--- config.mk ---
export PLATFORM = sky130hd
export DESIGN_NAME = mem_port_arbiter_flat
export DESIGN_NICKNAME = d
export VERILOG_FILES = /design/src/rtl/mem_port_arbiter_if.sv /design/src/rtl/mem_port_arbiter.sv /design/src/flat_wrapper.sv
export SDC_FILE = /design/constraint.sdc
export NUM_CORES = 1
export LEC_CHECK = 0
export ABC_CLOCK_PERIOD_IN_PS = 1900
export BUFFER_PORTS_ARGS = -buffer_cell sky130_fd_sc_hd__buf_2
export CAP_MARGIN = 10
export CORE_AREA = 2 2 100 102
export DETAILED_ROUTE_END_ITERATION = 8
export DIE_AREA = 0 0 102 104
export GPL_TIMING_DRIVEN = 0
export PLACE_DENSITY = 0.69
export SYNTH_ARGS = -nofsm -noshare
export SYNTH_HDL_FRONTEND = slang
export SYNTH_SLANG_ARGS = --single-unit
--- constraint.sdc ---
create_clock -name clk -period 1.9 [get_ports clk]
set_clock_uncertainty 0.1 [all_clocks]
set_input_delay 0.19 -clock clk [delete_from_list [all_inputs] [get_ports clk]]
set_output_delay 0.19 -clock clk [all_outputs]
set_load 0.1 [all_outputs]
--- src/rtl/mem_port_arbiter_if.sv ---
// mem_port_arbiter_if
//   Groups the signals between the instruction-fetch port, the data load/store port,
//   the shared single-port RAM and the arbiter.
//   modport master : requesters and RAM side. It drives the request buses and ram_rdata, and
//                    observes the grants, returned data and RAM strobes.
//   modport slave  : the arbiter. It drives the grants, rvalid/rdata, hold_if and the RAM
//                    command bus.
//   Signals
//     d_req/d_we/d_addr/d_wdata/d_wmask : data access request (byte address, lane-aligned data)
//     d_gnt/d_rvalid/d_rdata            : data accept, load return
//     i_req/i_addr                      : fetch request (byte address)
//     i_gnt/i_rvalid/i_rdata            : fetch accept, fetch return
//     hold_if                           : fetch requested but not granted this cycle
//     ram_en/ram_we/ram_addr/ram_wdata/ram_wmask : RAM command (word address)
//     ram_rdata                         : RAM read data, RD_LAT cycles after a read strobe
interface mem_port_arbiter_if #(
  parameter int ADDR_W = 12
);
  logic              d_req;
  logic              d_we;
  logic [31:0]       d_addr;
  logic [31:0]       d_wdata;
  logic [3:0]        d_wmask;
  logic              d_gnt;
  logic              d_rvalid;
  logic [31:0]       d_rdata;

  logic              i_req;
  logic [31:0]       i_addr;
  logic              i_gnt;
  logic              i_rvalid;
  logic [31:0]       i_rdata;

  logic              hold_if;

  logic              ram_en;
  logic              ram_we;
  logic [ADDR_W-1:0] ram_addr;
  logic [31:0]       ram_wdata;
  logic [3:0]        ram_wmask;
  logic [31:0]       ram_rdata;

  modport master (
    output d_req, d_we, d_addr, d_wdata, d_wmask,
    input  d_gnt, d_rvalid, d_rdata,
    output i_req, i_addr,
    input  i_gnt, i_rvalid, i_rdata,
    input  hold_if,
    input  ram_en, ram_we, ram_addr, ram_wdata, ram_wmask,
    output ram_rdata
  );

  modport slave (
    input  d_req, d_we, d_addr, d_wdata, d_wmask,
    output d_gnt, d_rvalid, d_rdata,
    input  i_req, i_addr,
    output i_gnt, i_rvalid, i_rdata,
    output hold_if,
    output ram_en, ram_we, ram_addr, ram_wdata, ram_wmask,
    input  ram_rdata
  );
endinterface

--- src/rtl/mem_port_arbiter.sv ---
// mem_port_arbiter
//   Shares one single-port, word-wide, sync-read RAM between instruction fetch (I) and
//   data load/store (D). Exactly one access wins each cycle, with the grant decided
//   combinationally in that cycle. D has priority over I. Reads in flight are tracked in an
//   RD_LAT-deep tag pipeline so that each returned word is steered to the port that asked for it.
//   Ports
//     clk   : clock
//     rst_n : asynchronous active-low reset
//     bus   : mem_port_arbiter_if.slave (request ports, returns, hold_if, RAM command/data)
//   Parameters
//     ADDR_W     : RAM word-address width. Must match the interface's ADDR_W.
//     RD_LAT     : RAM read latency in cycles, 1..4
//     STARVE_MAX : number of consecutive denied fetch cycles after which I beats D
//   Configuration macro
//     MEM_ARB_STARVE_GUARD_EN : if defined, enables the fetch starvation guard. If undefined,
//                               priority is strictly D > I.
module mem_port_arbiter #(
  parameter int ADDR_W     = 12,
  parameter int RD_LAT     = 1,
  parameter int STARVE_MAX = 4
) (
  input  logic               clk,
  input  logic               rst_n,
  mem_port_arbiter_if.slave  bus
);

  // ---------------------------------------------------------------- starvation guard
  logic i_priority;

`ifdef MEM_ARB_STARVE_GUARD_EN
  localparam int CNT_W = $clog2(STARVE_MAX + 1);
  logic [CNT_W-1:0] starve_cnt_reg;

  assign i_priority = (starve_cnt_reg == CNT_W'(STARVE_MAX));

  // Saturates at STARVE_MAX. The cycle in which the counter sits at STARVE_MAX grants I,
  // and that grant clears the counter.
  always_ff @(posedge clk or negedge rst_n) begin
    if (!rst_n) begin
      starve_cnt_reg <= '0;
    end else if (bus.i_gnt || !bus.i_req) begin
      starve_cnt_reg <= '0;
    end else if (!i_priority) begin
      starve_cnt_reg <= starve_cnt_reg + 1'b1;
    end
  end
`else
  logic unused_starve_max;
  assign i_priority        = 1'b0;
  assign unused_starve_max = (STARVE_MAX > 0);
`endif

  // ---------------------------------------------------------------- arbitration
  // The grant is gated by rst_n so that nothing reaches the RAM while reset is held.
  logic d_win;
  logic i_win;
  logic d_store;

  assign d_win   = rst_n & bus.d_req & ~(i_priority & bus.i_req);
  assign i_win   = rst_n & bus.i_req & ~d_win;
  assign d_store = d_win & bus.d_we;

  assign bus.d_gnt   = d_win;
  assign bus.i_gnt   = i_win;
  assign bus.hold_if = bus.i_req & ~i_win;

  assign bus.ram_en    = d_win | i_win;
  assign bus.ram_we    = d_store;
  assign bus.ram_addr  = d_win ? bus.d_addr[ADDR_W+1:2] :
                         i_win ? bus.i_addr[ADDR_W+1:2] : '0;
  assign bus.ram_wdata = d_store ? bus.d_wdata : 32'h0;
  assign bus.ram_wmask = d_store ? bus.d_wmask : 4'h0;

  logic unused_addr_bits;
  assign unused_addr_bits = ^{bus.d_addr[31:ADDR_W+2], bus.d_addr[1:0],
                              bus.i_addr[31:ADDR_W+2], bus.i_addr[1:0]};

  // ---------------------------------------------------------------- tag pipeline
  // Stage gi holds the read that was granted gi+1 cycles ago. A new entry is pushed every
  // cycle, with the valid bit cleared when the RAM was idle or was doing a store. The owner
  // bit is 1 for I and 0 for D.
  logic [RD_LAT-1:0] tag_valid_reg;
  logic [RD_LAT-1:0] tag_owner_reg;

  always_ff @(posedge clk or negedge rst_n) begin
    if (!rst_n) begin
      tag_valid_reg[0] <= 1'b0;
      tag_owner_reg[0] <= 1'b0;
    end else begin
      tag_valid_reg[0] <= (d_win & ~bus.d_we) | i_win;
      tag_owner_reg[0] <= i_win;
    end
  end

  generate
    for (genvar gi = 1; gi < RD_LAT; gi++) begin : g_tag_stage
      always_ff @(posedge clk or negedge rst_n) begin
        if (!rst_n) begin
          tag_valid_reg[gi] <= 1'b0;
          tag_owner_reg[gi] <= 1'b0;
        end else begin
          tag_valid_reg[gi] <= tag_valid_reg[gi-1];
          tag_owner_reg[gi] <= tag_owner_reg[gi-1];
        end
      end
    end
  endgenerate

  // ---------------------------------------------------------------- read return
  // The last tag stage lines up with ram_rdata. In a return cycle the RAM word is passed
  // straight to the owning port. Otherwise each port shows the value it captured last time.
  logic        d_hit;
  logic        i_hit;
  logic [31:0] d_rdata_reg;
  logic [31:0] i_rdata_reg;

  assign d_hit = tag_valid_reg[RD_LAT-1] & ~tag_owner_reg[RD_LAT-1];
  assign i_hit = tag_valid_reg[RD_LAT-1] &  tag_owner_reg[RD_LAT-1];

  always_ff @(posedge clk or negedge rst_n) begin
    if (!rst_n) begin
      d_rdata_reg <= 32'h0;
      i_rdata_reg <= 32'h0;
    end else begin
      if (d_hit) d_rdata_reg <= bus.ram_rdata;
      if (i_hit) i_rdata_reg <= bus.ram_rdata;
    end
  end

  assign bus.d_rvalid = d_hit;
  assign bus.i_rvalid = i_hit;
  assign bus.d_rdata  = d_hit ? bus.ram_rdata : d_rdata_reg;
  assign bus.i_rdata  = i_hit ? bus.ram_rdata : i_rdata_reg;

endmodule

--- src/flat_wrapper.sv ---
// flat-port wrapper written by rule: the top's interface ports become plain ports
module mem_port_arbiter_flat 
#(
  parameter int ADDR_W     = 12,
  parameter int RD_LAT     = 1,
  parameter int STARVE_MAX = 4
)
  (clk, rst_n, bus_d_req, bus_d_we, bus_d_addr, bus_d_wdata, bus_d_wmask, bus_d_gnt, bus_d_rvalid, bus_d_rdata, bus_i_req, bus_i_addr, bus_i_gnt, bus_i_rvalid, bus_i_rdata, bus_hold_if, bus_ram_en, bus_ram_we, bus_ram_addr, bus_ram_wdata, bus_ram_wmask, bus_ram_rdata);
  mem_port_arbiter_if #(.ADDR_W(ADDR_W)) bus_i ();
  input  logic clk;
  input  logic rst_n;
  input wire logic [$bits(bus_i.d_req)-1:0] bus_d_req;
  input wire logic [$bits(bus_i.d_we)-1:0] bus_d_we;
  input wire logic [$bits(bus_i.d_addr)-1:0] bus_d_addr;
  input wire logic [$bits(bus_i.d_wdata)-1:0] bus_d_wdata;
  input wire logic [$bits(bus_i.d_wmask)-1:0] bus_d_wmask;
  output wire logic [$bits(bus_i.d_gnt)-1:0] bus_d_gnt;
  output wire logic [$bits(bus_i.d_rvalid)-1:0] bus_d_rvalid;
  output wire logic [$bits(bus_i.d_rdata)-1:0] bus_d_rdata;
  input wire logic [$bits(bus_i.i_req)-1:0] bus_i_req;
  input wire logic [$bits(bus_i.i_addr)-1:0] bus_i_addr;
  output wire logic [$bits(bus_i.i_gnt)-1:0] bus_i_gnt;
  output wire logic [$bits(bus_i.i_rvalid)-1:0] bus_i_rvalid;
  output wire logic [$bits(bus_i.i_rdata)-1:0] bus_i_rdata;
  output wire logic [$bits(bus_i.hold_if)-1:0] bus_hold_if;
  output wire logic [$bits(bus_i.ram_en)-1:0] bus_ram_en;
  output wire logic [$bits(bus_i.ram_we)-1:0] bus_ram_we;
  output wire logic [$bits(bus_i.ram_addr)-1:0] bus_ram_addr;
  output wire logic [$bits(bus_i.ram_wdata)-1:0] bus_ram_wdata;
  output wire logic [$bits(bus_i.ram_wmask)-1:0] bus_ram_wmask;
  input wire logic [$bits(bus_i.ram_rdata)-1:0] bus_ram_rdata;
  assign bus_i.d_req = bus_d_req;
  assign bus_i.d_we = bus_d_we;
  assign bus_i.d_addr = bus_d_addr;
  assign bus_i.d_wdata = bus_d_wdata;
  assign bus_i.d_wmask = bus_d_wmask;
  assign bus_d_gnt = bus_i.d_gnt;
  assign bus_d_rvalid = bus_i.d_rvalid;
  assign bus_d_rdata = bus_i.d_rdata;
  assign bus_i.i_req = bus_i_req;
  assign bus_i.i_addr = bus_i_addr;
  assign bus_i_gnt = bus_i.i_gnt;
  assign bus_i_rvalid = bus_i.i_rvalid;
  assign bus_i_rdata = bus_i.i_rdata;
  assign bus_hold_if = bus_i.hold_if;
  assign bus_ram_en = bus_i.ram_en;
  assign bus_ram_we = bus_i.ram_we;
  assign bus_ram_addr = bus_i.ram_addr;
  assign bus_ram_wdata = bus_i.ram_wdata;
  assign bus_ram_wmask = bus_i.ram_wmask;
  assign bus_i.ram_rdata = bus_ram_rdata;
  mem_port_arbiter #(.ADDR_W(ADDR_W), .RD_LAT(RD_LAT), .STARVE_MAX(STARVE_MAX)) u_core (.clk(clk), .rst_n(rst_n), .bus(bus_i));
endmodule
=== After elaboration in Yosys (flattened, before gate mapping) ===
Cells that the tools add are included.

* Register bits after elaboration: 66
* Bits of input ports: 137
* Output and inout bits: 119
* Word-level logic and storage cells: 24

* Mux-type cells: 6
* Bitwise gates (word level): 14

{| class="wikitable"
|+ Operators by type and width
! cell !! count
|-
| 32-bit 2-to-1 mux || 3
|-
| 12-bit 2-to-1 mux || 2
|-
| 1-bit AND || 8
|-
| 4-bit 2-to-1 mux || 1
|-
| 1-bit NOT || 4
|-
| 1-bit bitwise OR || 2
|}

=== Logic depth before layout (Yosys ltp) ===
* Depth after elaboration: 5
* Depth in mapped cells: 4
* Depth with buffers taken out: 2

=== Worst setup path before layout ===
Ideal clock, no wire load.

* Path type: input -> output
* From: input bus_d_req
* To: output bus_hold_if
* Arrival: 2.648 ns
* Data required time: 1.610 ns
* Path slack: -1.038 ns
* Cell stages on the path: 3
* Buffers on the path: 1
* Cell sequence: inv_1 clkbuf_1 a21boi_0

* Cells in the longest elaborated chain, start to end: 5

{| class="wikitable"
|+ RTL lines
! what !! line !! RTL
|-
| start: declaration || flat_wrapper.sv:12 || <nowiki>input wire logic [$bits(bus_i.d_req)-1:0] bus_d_req;</nowiki>
|-
| 1-bit AND || mem_port_arbiter.sv:59 || <nowiki>assign d_win = rst_n & bus.d_req & ~(i_priority & bus.i_req);</nowiki>
|-
| 1-bit NOT || mem_port_arbiter.sv:60 || <nowiki>assign i_win = rst_n & bus.i_req & ~d_win;</nowiki>
|-
| 1-bit AND || mem_port_arbiter.sv:60 ||
|-
| 1-bit NOT || mem_port_arbiter.sv:65 || <nowiki>assign bus.hold_if = bus.i_req & ~i_win;</nowiki>
|-
| 1-bit AND || mem_port_arbiter.sv:65 ||
|-
| end: declaration || flat_wrapper.sv:25 || <nowiki>output wire logic [$bits(bus_i.hold_if)-1:0] bus_hold_if;</nowiki>
|}

No other way between the ends.

=== Worst setup path after layout ===
* From: register u_core.tag_owner_reg
* To: output bus_d_rdata[15]

* Cells in the longest elaborated chain, start to end: 3

{| class="wikitable"
|+ RTL lines
! what !! line !! RTL
|-
| start: declaration || mem_port_arbiter.sv:83 || <nowiki>logic [RD_LAT-1:0] tag_owner_reg;</nowiki>
|-
| 1-bit NOT || mem_port_arbiter.sv:117 || <nowiki>assign d_hit = tag_valid_reg[RD_LAT-1] & ~tag_owner_reg[RD_LAT-1];</nowiki>
|-
| 1-bit AND || mem_port_arbiter.sv:117 ||
|-
| 32-bit 2-to-1 mux || - ||
|-
| end: declaration || flat_wrapper.sv:19 || <nowiki>output wire logic [$bits(bus_i.d_rdata)-1:0] bus_d_rdata;</nowiki>
|}

No other way between the ends.

==> key figures <==
Timing
  • Final period util: 1.06
  • Final Slew Violations: 0
  • Endpoints failing hold: 0
  • Slew margin rel.: 0.654
  • Total negative slack: -4.51 ns
  • Slew at the pin closest to its max-slew limit: 0.523 ns
  • Worst Slack Setup Final: -0.107 ns
  • RSZ-0062 raised after global routing: yes
  • Setup violations, final: 64
  • Worst Hold Slack: 0.0289 ns
  • Fin crit period: 2.01 ns
  • Max Freq: 498 MHz

Worst setup path
  • Data required time of the critical path: 1.61 ns
  • CP startpoint: u_core.tag_owner_reg$_DFF_PN0_
  • CP max FO: 10
  • Critical Path Start Type: flip-flop
  • Crit path capture: bus_d_rdata[15]
  • Worst reg2reg startpoint: u_core.tag_owner_reg$_DFF_PN0_
  • Worst EP arrival: 1.72 ns
  • Reg-to-reg endpoint: u_core.d_rdata_reg[10]$_DFF_PN0_
  • Worst R2R Path Depth: 4
  • CP Capture Type: output pin
  • FF-to-FF setup slack: 0.46 ns
  • Crit path kind: reg2out

Clock tree
  • Clock sink total: 66
  • Clk root buf: clkbuf_8
  • TritonCTS buffer count: 9
  • Clk slew on worst S/H paths: 0.07 ns
  • CTS tree: built
  • Depth of the CTS H-tree: 3
  • Worst skew pair latency: 0.33 ns
  • Largest buffer count on any clock path: 2

Drt
  • DR vias: 2,591
  • Wirelength, routed: 11,200 um
  • Metal1 wirelength: 3760 um
  • Post-route DRC violation count: 0
  • Wire length per cell: 19.3 um
  • Via density: 4.47
  • Met2 WL post-DR: 6040 um
  • DR WL met3: 772 um
  • DR pass1 iterations: 4
  • Drt first-iter violations: 65
  • DR top layer: met5
  • Antenna Nets Post-Route: 0

Die
  • Die X: 102 um
  • Die area: 0.0106 mm2
  • Core ar.: 0.00955 mm2
  • Initial Util: 0.319
  • Die Y: 104 um
  • Ports: 256
  • Site Rows: 36

Power
  • Power Density: 1360 mW/mm2
  • Pleak: 2.85 nW
  • Peak VDD IR: 0.903 mV

Logic synthesis
  • Syn Nets: 340
  • Mapped cell area: 0.00304 mm2
  • Synth cell types: 17
  • Mean Syn Cell Area: 15.0 um2
  • Mapped Cells: 203
  • FF+latch count, synth: 66
  • Syn. warnings: 0
  • Sequential share of the synthesized area: 0.543

GRT
  • Vias in the first global route: 2,892
  • Largest net degree at the start of global routing: 73
  • Total congestion overflow: 0
  • Total track usage: 0.209
  • First-pass GRT wire length: 16,400 um
  • Initial antenna violation count: 3

Layout
  • Fill cell count: 795
  • Synthesis-to-finish area growth: 81.3%
  • Design Area, Final: 0.00552 mm2
  • Final core occ: 0.578
  • Layout cells sized above 1: 0.735
  • Nets: 577

Place
  • Port bufs: 215
  • DP HPWL: 8230 um
  • Placed cell area: 0.00430 mm2
  • Global placer's final weighted congestion: 0.901

Outcome
  • Run status: finished with violations
  • Failing checks: negative setup slack

Flow run
  • Reported max-cap violation count: 0

Hold path
  • Worst Min Path Start: bus_ram_rdata[1]
  • HP Class: in2reg
power breakdown:
part / internal [mW] / switching [mW]
Combinational: 1.39 / 3.17
Clock: 0.638 / 0.546
Sequential: 1.70 / 0.0857
cell usage after synthesis:
cell      instances  area [um2]
nand2_2           1        6.26
a32o_1           12         120
nor2b_4           1        13.8
inv_1             2        7.51
buf_2             3        15.0
clkbuf_1          1        3.75
and3_1            2        12.5
buf_12            3        60.1
buf_6             4        45.0
buf_4             1        7.51
clkbuf_2          2        10.0
dfrtp_1          66        1650
o21a_1            1        7.51
mux2_4           29         435
mux2_2           35         394
a21boi_0          2        15.0
and2_1           38         238
final cells by class:
cell class | instances | area, um2 | area share
Timing Repair Buffer | 226 | 2040 | 0.370
Sequential cell | 66 | 1650 | 0.300
Multi-Input combinational cell | 121 | 1280 | 0.232
Buffer | 14 | 166 | 0.0302
Tap cell | 133 | 166 | 0.0302
Clock buffer | 11 | 141 | 0.0256
Clock inverter | 5 | 53.8 | 0.00975
Inverter | 2 | 7.51 | 0.00136
Antenna cell | 2 | 5.00 | 0.000907
cells in the final DEF, fill, tap and decap left out, drive strengths merged, types with 2 or more instances in the layout:
master and count:
buf 231, dfrtp 66, mux2 64, and2 38, clkbuf 16, a32o 12, dlygate4sd3 4, clkinv 4
diode 2, inv 2, and3 2, a21boi 2
critical path: stages (launching register included):
cell     delay (ns)
dfrtp_2        0.44
nor2b_4        0.13
buf_8          0.15
buf_12         0.15
mux2_4         0.33
buf_12         0.17
metrics by stage:
step	std cells	setup WS (ns)	power [mW]
floorplan	203	0.0116	4.96
global placement	551	-1.07	5.44
detailed placement	551	-0.617	5.48
CTS	569	-0.150	7.45
global route	580	-0.169	7.78
finish	580	-0.107	7.53
cells by family after synthesis:
kind of cell,count (synthesis),synth area share
DFF,66,0.543
muxes,64,0.273
and+or+nand+nor,42,0.0888
buffers and inverters,16,0.0489
AOI/OAI and AO/OA,15,0.0469
worst min-delay path by stage:
stage / end / slack [ns] / depth (start not counted)
6_report: u_core.i_rdata_reg[1]$_DFF_PN0_ / 0.03 / 2
5_1_grt: u_core.d_rdata_reg[18]$_DFF_PN0_ / 0.01 / 2
4_1_cts: u_core.i_rdata_reg[12]$_DFF_PN0_ / -0.37 / 1
3_5_place_dp: u_core.i_rdata_reg[12]$_DFF_PN0_ / 0.27 / 1
3_3_place_gp: u_core.tag_valid_reg$_DFF_PN0_ / 0.30 / 2
2_1_floorplan: u_core.d_rdata_reg[0]$_DFF_PN0_ / -0.21 / 0
repair_timing:
| action | CTS | global route |
|---|---|---|
| resized for setup | 227 | 21 |
| pin swaps | 1 | 1 |
| buffers inserted | 0 | 4 |
| setup endpoints to repair | 118 | 98 |
| cloned | 0 | 2 |
| hold buffers | 2 | 3 |
| hold endpoints to repair | 67 | 66 |
per-layer routing:
metal  vias up  global-route usage
li1       1185                   -
met1      1235               0.203
met2       137               0.372
met3        32              0.0618
met4         2               0.137
met5         -                   0
(Power assumes the default switching activity.)
